==> config.mk <==
export PLATFORM = sky130hd
export DESIGN_NAME = rank_order_scheduler
export DESIGN_NICKNAME = d
export VERILOG_FILES = /design/src/rtl/rank_order_scheduler.sv
export SDC_FILE = /design/constraint.sdc
export NUM_CORES = 2
export LEC_CHECK = 0
export CAP_MARGIN = 20
export CORE_ASPECT_RATIO = 1.4
export CORE_MARGIN = 3
export CORE_UTILIZATION = 30
export DETAILED_ROUTE_END_ITERATION = 12
export PLACE_DENSITY = 0.55
export SYNTH_ARGS = -nofsm -noshare
export SYNTH_HDL_FRONTEND = slang
export SYNTH_SLANG_ARGS = --single-unit
==> constraint.sdc <==
create_clock -name CLK -period 9.35 [get_ports CLK]
set_clock_uncertainty 0.1 [all_clocks]
set_input_delay 1.87 -clock CLK [delete_from_list [all_inputs] [get_ports CLK]]
set_output_delay 1.87 -clock CLK [all_outputs]
set_load 0.02 [all_outputs]
==> src/rtl/rank_order_scheduler.sv <==
// rtl/rank_order_scheduler.sv - rank-order pixel index sequencer feeding aer_in
// Optional feature macro: RANK_SKIP_ZERO_EN (zero-valued pixels are never emitted).
module rank_order_scheduler #(
  parameter int IMAGE_SIZE      = 256,
  parameter int IMAGE_SIZE_BITS = $clog2(IMAGE_SIZE),
  parameter int PIXEL_MAX_VALUE = 255,
  parameter int PIXEL_BITS      = $clog2(PIXEL_MAX_VALUE)
) (
  input  logic                       CLK,
  input  logic                       RST,
  input  logic                       PIX_WR_EN,
  input  logic [IMAGE_SIZE_BITS-1:0] PIX_WR_ADDR,
  input  logic [PIXEL_BITS-1:0]      PIX_WR_DATA,
  input  logic                       START,
  output logic                       BUSY,
  output logic                       DONE,
  output logic [IMAGE_SIZE_BITS:0]   EMIT_CNT,
  output logic [9:0]                 NEXT_INDEX,
  output logic                       FOUND_NEXT_INDEX,
  input  logic                       AERIN_CTRL_BUSY
);

  localparam int LEVEL_BITS = $clog2(PIXEL_MAX_VALUE + 1);
  localparam logic [LEVEL_BITS-1:0]      LEVEL_TOP = LEVEL_BITS'(PIXEL_MAX_VALUE);
`ifdef RANK_SKIP_ZERO_EN
  localparam logic [LEVEL_BITS-1:0]      LEVEL_LOW = LEVEL_BITS'(1);
`else
  localparam logic [LEVEL_BITS-1:0]      LEVEL_LOW = '0;
`endif
  localparam logic [IMAGE_SIZE_BITS-1:0] LAST_ADDR = IMAGE_SIZE_BITS'(IMAGE_SIZE - 1);
  localparam logic [IMAGE_SIZE_BITS:0]   SIZE_W    = (IMAGE_SIZE_BITS + 1)'(IMAGE_SIZE);

  typedef enum logic [2:0] {IDLE, SCAN, WAIT_BUSY, WAIT_FREE, FIN} state_t;

  logic [PIXEL_BITS-1:0]      pix_buf_q [IMAGE_SIZE];

  state_t                     state_q, state_d;
  logic [IMAGE_SIZE_BITS-1:0] scan_addr_q, scan_addr_d;
  logic [LEVEL_BITS-1:0]      level_q, level_d;
  logic [IMAGE_SIZE_BITS:0]   emit_cnt_q, emit_cnt_d;
  logic [9:0]                 next_index_q, next_index_d;
  logic                       found_q, found_d;
  logic                       done_q, done_d;
  logic                       busy_q, busy_d;

  logic [IMAGE_SIZE_BITS-1:0] adv_addr;
  logic [LEVEL_BITS-1:0]      adv_level;
  logic                       adv_fin;
  logic                       pix_match;
  logic [IMAGE_SIZE_BITS:0]   emit_target;

  // Buffer is only writable while idle so an in-flight emission sees a stable image.
  always_ff @(posedge CLK) begin
    if (PIX_WR_EN && state_q == IDLE && {1'b0, PIX_WR_ADDR} < SIZE_W)
      pix_buf_q[PIX_WR_ADDR] <= PIX_WR_DATA;
  end

`ifdef RANK_SKIP_ZERO_EN
  always_comb begin
    emit_target = '0;
    for (int i = 0; i < IMAGE_SIZE; i++)
      emit_target = emit_target + {{IMAGE_SIZE_BITS{1'b0}}, pix_buf_q[i] != '0};
  end
`else
  assign emit_target = SIZE_W;
`endif

  assign pix_match = (32'(pix_buf_q[scan_addr_q]) == 32'(level_q));

  // Scan position step: walk addresses, dropping one level on each address wrap.
  always_comb begin
    adv_addr  = scan_addr_q + 1'b1;
    adv_level = level_q;
    adv_fin   = 1'b0;
    if (scan_addr_q == LAST_ADDR) begin
      adv_addr = '0;
      if (level_q == LEVEL_LOW)
        adv_fin = 1'b1;
      else
        adv_level = level_q - 1'b1;
    end
  end

  always_comb begin
    state_d      = state_q;
    scan_addr_d  = scan_addr_q;
    level_d      = level_q;
    emit_cnt_d   = emit_cnt_q;
    next_index_d = next_index_q;
    found_d      = 1'b0;
    case (state_q)
      IDLE: begin
        if (START) begin
          state_d     = SCAN;
          scan_addr_d = '0;
          level_d     = LEVEL_TOP;
          emit_cnt_d  = '0;
        end
      end
      SCAN: begin
        if (pix_match) begin
          next_index_d = 10'(scan_addr_q);
          found_d      = 1'b1;
          emit_cnt_d   = emit_cnt_q + 1'b1;
          state_d      = WAIT_BUSY;
        end else begin
          scan_addr_d = adv_addr;
          level_d     = adv_level;
          if (adv_fin)
            state_d = FIN;
        end
      end
      WAIT_BUSY: begin
        if (AERIN_CTRL_BUSY)
          state_d = WAIT_FREE;
      end
      WAIT_FREE: begin
        if (!AERIN_CTRL_BUSY) begin
          if (emit_cnt_q == emit_target || adv_fin) begin
            state_d = FIN;
          end else begin
            state_d     = SCAN;
            scan_addr_d = adv_addr;
            level_d     = adv_level;
          end
        end
      end
      FIN:     state_d = IDLE;
      default: state_d = IDLE;
    endcase
    busy_d = (state_d != IDLE);
    done_d = (state_d == FIN);
  end

  always_ff @(posedge CLK) begin
    if (RST) begin
      state_q      <= IDLE;
      scan_addr_q  <= '0;
      level_q      <= LEVEL_TOP;
      emit_cnt_q   <= '0;
      next_index_q <= '0;
      found_q      <= 1'b0;
      done_q       <= 1'b0;
      busy_q       <= 1'b0;
    end else begin
      state_q      <= state_d;
      scan_addr_q  <= scan_addr_d;
      level_q      <= level_d;
      emit_cnt_q   <= emit_cnt_d;
      next_index_q <= next_index_d;
      found_q      <= found_d;
      done_q       <= done_d;
      busy_q       <= busy_d;
    end
  end

  assign BUSY             = busy_q;
  assign DONE             = done_q;
  assign EMIT_CNT         = emit_cnt_q;
  assign NEXT_INDEX       = next_index_q;
  assign FOUND_NEXT_INDEX = found_q;

endmodule

Word-level counts from Yosys, hierarchy flattened
Memories as Yosys holds them, arrays and structs flattened. A register that Yosys moved wholly into a read port is not among the register bits.
Cells that the tools add are included.

storage, ports and cells
  input bits = 21
  bits in writable memories = 2048
  memories kept = 1
  bits in latches = 0
  word-level logic and storage cells = 66
  bits in read-only memories = 0
  bits in registers = 39
  output and inout bits = 22

memories
  memory     depth  bits a word  rd ports  clocked after memory_dff  write ports  line  source
  pix_buf_q  256    8            1         1                         1            35    logic [PIXEL_BITS-1:0] pix_buf_q [IMAGE_SIZE];

cells by class
  reduce and logical (&&, ||, !) cells = 11
  bitwise operators = 1
  $add $sub $neg = 3
  equal/unequal tests = 12
  order comparisons = 0
  divide/modulo/power cells = 0
  shift-type cells = 0
  multipliers = 0
  mux-type cells = 30

operators by type and width
  cell                                                 number
  two-way mux 8 bit                                    13
  one-hot mux 8 bit (3 select lines)                   2
  two-way mux 3 bit                                    6
  two-way mux 9 bit                                    2
  one-hot mux 9 bit (2 select lines)                   1
  one-hot mux 3 bit (4 select lines)                   1
  != test 2 bit, second input constant                 5
  adder 9 x 1 -> 9 bit, second input constant          1
  equality test 9 bit, second input constant           1
  adder 8 x 1 -> 8 bit, second input constant          1
  equality test 8 bit                                  1
  equality test 8 bit, second input constant           1
  zero test 8 bit                                      1
  subtractor 8 x 1 -> 8 bit, second input constant     1
  equality test 3 x 2 -> 1 bit, second input constant  2
  nonzero test 3 bit                                   2
  two-way mux 1 bit                                    5
  AND reduction 5 bit                                  1
  equality test 3 x 1 -> 1 bit, second input constant  1
  equality test 3 bit, second input constant           1
  zero test 3 bit                                      1
  AND reduction 3 bit                                  1
  AND reduction 2 bit                                  1
  nonzero test 2 bit                                   1
  4 further kinds                                      4

Logic depth before layout (Yosys ltp)
  depth after elaboration = 9
  depth in mapped cells = 20
  depth with buffers taken out = 12

Worst setup path before layout
OpenSTA, ideal clock, no wires.

  path type = register -> register
  start point = register with a tool-made name
  end point = register level_q[4]
  library setup time = 0.125 ns
  data required time = 9.125 ns
  slack = 5.684 ns
  buffers on the path = 7
  data arrival time = 3.441 ns
  clock period less this slack = 3.666 ns
  stages on the path, launching flop included = 18
  path through = dfxtp_1 -> buf_6 -> buf_12 -> buf_12 -> buf_6 -> buf_6 -> mux4_2 -> a32oi_1 -> nor2_1 -> nor4_1 -> nor4_1 -> nor4_2 -> nand4_1 -> o31a_1 -> buf_6 -> buf_6 -> a211oi_2 -> a21oi_1

RTL lines
  what                    line  source
  end signal: assignment  148   level_q <= level_d;
  end: declaration        39    logic [LEVEL_BITS-1:0] level_q, level_d;

==> qor.txt <==
Gr usage total: 15.75%
Synth Area in Simple Gates: 4.045%
Main combinational cell family by area after synthesis: multiplexers
Post-CTS Resized: 0
P per Cell Area: 197.2 nW/um2
Area after DPL: 86690 um2
CP endpoint kind: flip-flop
Hold_buf cts: 0
Worst skew pair latency: 820 ps
Synthesis Warnings: 0
Max Root-Sink Buffers: 4
H-tree depth: 4
Most frequent cells in the layout: 2048 x edfxtp_1, 428 x mux4_2, 313 x nor2_1
HP Class: flip-flop to flip-flop
Cts bufs inserted: 185
CTS tree: built
Xor and xnor area share after synthesis: 0%
Synth Area in Adders: 0.06067%
HP Start: NEXT_INDEX[4]
Die Span X: 449.2 um
Tcrit/Tclk final: 69.51%
Starting Density: 30.19%
Area of the multi-input gates: 18340 um2
Worst Hold Depth: 2
Initial antenna violation count: 12
Std-Cell Rows: 227
Util after Layout: 33.80%
Final Instance Area: 92350 um2
Critical Path AT: 7090 ps
Crit path kind: flip-flop to flip-flop
Register area share after synthesis: 75.69%
Synthesized cell area: 82490 um2
DRT iter0 DRCs: 4229
Min Tclk post-route: 6499 ps
Worst R2R Setup Slack: 2850 ps
VDD IR-drop max: 0.1280 mV
First-pass GRT wire length: 322.1 mm
Full die area: 281400 um2
Post-route ant nets: 0
Worst r2r path cells: 13
Worst slew pin tran: 1189 ps
Hold path endpoint: NEXT_INDEX[4]
Drt first pass iters: 8
Startpoint Class: flip-flop
P&R area growth vs syn: 11.95%
Crit-path max FO: 77
Mean post-synth cell area: 20.03 um2
Remaining routing DRC violations: 0
Placed cell count: 7673
Post-Place Worst Slack: 2907 ps
Setup TNS: 0 ps
Placer Congestion: 0.8610
Clock edge transition at the registers on the reported setup and hold paths: 70 ps
Synth async-reset ratio: 0%
Setup Buffers After CTS: 0
Layout Cells excl Fill: 8004
Via count: 40.93k
Slew Viols, Final: 0
Largest net degree at the start of global routing: 158
Final WS setup: 2851 ps
Core Area: 273200 um2
Relative slew slack: 20.70%
Post-synth EDFFs: 2048
Distinct cells, synth: 83
Fmax: 153.9 MHz
Max-Cap Viols: 0
Post-synthesis mux area share: 14.77%
DR WL/cell: 28.32 um
Vias per cell: 5.113
# fillers: 25.72k
Synth Instances: 4118
Routed WL: 226.6 mm
PortBufs: 40
I/O pins: 43
Nets@finish: 4221
CTS root buffer: clkbuf_16
Crit path required time: 9940 ps
RSZ-0062 raised after global routing: false
Die height: 626.4 um
Yosys reg bits: 2095
Outcome: finished clean
Main synth FF type: edfxtp_1
Vias in the first global route: 41.80k
Leakage: 26.79 nW
Setup violations, final: 0
Most common cell after layout, fill and taps aside: edfxtp_1
Grt ovf: 0
Compound-Gate Fraction of Synth Area: 3.246%
Sink Count: 2095
HPWL after detailed placement: 143.8 mm
Storage cell area: 62460 um2
Final Hold Viols: 0
Fraction of layout cells with a size suffix above 1: 19.22%
[worst max path at each step]
stage	endpoint	startpoint	slack, ps	depth (start not counted)
2_1_floorplan	level_q[4]	flip-flop	5680	17
3_3_place_gp	flip-flop	flip-flop	2850	12
3_5_place_dp	scan_addr_q[6]	flip-flop	2910	13
4_1_cts	flip-flop	flip-flop	2880	13
5_1_grt	flip-flop	flip-flop	2650	13
6_report	flip-flop	flip-flop	2850	13
[metrics by stage]
stage / power (mW) / hold WS, ps
finish: 18.21 / 408.2
global route: 18.69 / 452.3
CTS: 18.35 / 421.8
detailed placement: 11.00 / 407.0
global placement: 10.99 / 395.1
floorplan: 10.74 / 382.6
[critical path, cell delays in order (launching register included)]
cell and delay [ps]:
dfxtp_4 870, buf_12 430, buf_4 490, mux4_2 430, a22oi_1 130, nor2_1 710, or4_1 410, o32ai_1 210
o31a_1 290, nor4_1 400, nand4_1 370, o31a_1 670, and2_1 420, a21o_1 220
[flip-flops by register name, summed over array words and instances (netlist names), named ones only]
| name | cells |
|---|---|
| FOUND_NEXT_INDEX | 1 |
| DONE | 1 |
| state_q | 3 |
| level_q | 8 |
| scan_addr_q | 8 |
| BUSY | 1 |
| EMIT_CNT | 9 |
| pix_buf_q | 2048 |
| NEXT_INDEX | 8 |
[routing by layer]
| layer | vias up | part of all wire [%] | GRT usage (%) |
|---|---|---|---|
| met2 | 1413 | 51 | 27.77 |
| met5 | - | 0.016 | 0 |
| met3 | 376 | 5.4 | 2.031 |
| li1 | 17080 | - | - |
| met4 | 6 | 4.6 | 6.656 |
| met1 | 22050 | 38 | 19.45 |
[Yosys cell counts, drive strengths merged (7+ instances only)]
cell	number	area, um2
a211oi	17	142.6
a21oi	67	339.1
a221oi	18	163.9
a22oi	122	915.9
a31oi	12	75.07
a32oi	7	61.31
and2	13	81.33
and3	11	68.82
buf	170	1456
clkbuf	72	274.0
dfxtp	47	940.9
edfxtp	2048	61500
inv	16	60.06
mux2	13	146.4
mux2i	240	2402
mux4	428	9639
nand2	141	529.3
nand2b	10	62.56
nand3	64	320.3
nand4	21	131.4
nor2	315	1182
nor2b	25	156.4
nor3	23	115.1
nor4	14	106.4
nor4b	13	132.6
nor4bb	7	70.07
o211ai	14	105.1
o21ai	27	135.1
o22ai	25	156.4
o31a	9	78.83
o32ai	7	68.82
or3	10	62.56
or4	10	75.07
[power by group]
part           internal (mW)  switching (mW)  total [mW]
Sequential              10.3         0.00679        10.3
Combinational          0.135           0.339       0.474
Clock                   4.05            3.37        7.43
Total                   14.5            3.72        18.2
[cell families (layout without fill, tap and decap cells)]
family | after synthesis | in the layout
simple gates | 706 | 706
compound gates | 372 | 372
other cells | 1 | 9
mux | 681 | 681
flops | 2095 | 2095
fa+ha+maj | 4 | 4
buf+inv | 259 | 473
[layout make-up]
cell class	count	area share [%]
multi-input cells	1765	19.86
clock inverters	94	0.8251
clock buffers	230	5.288
inverters	17	0.06910
diodes	7	0.01897
flip-flops and latches	2095	67.63
repair buffers	132	1.336
well taps	3664	4.964
(Power assumes the default switching activity.)
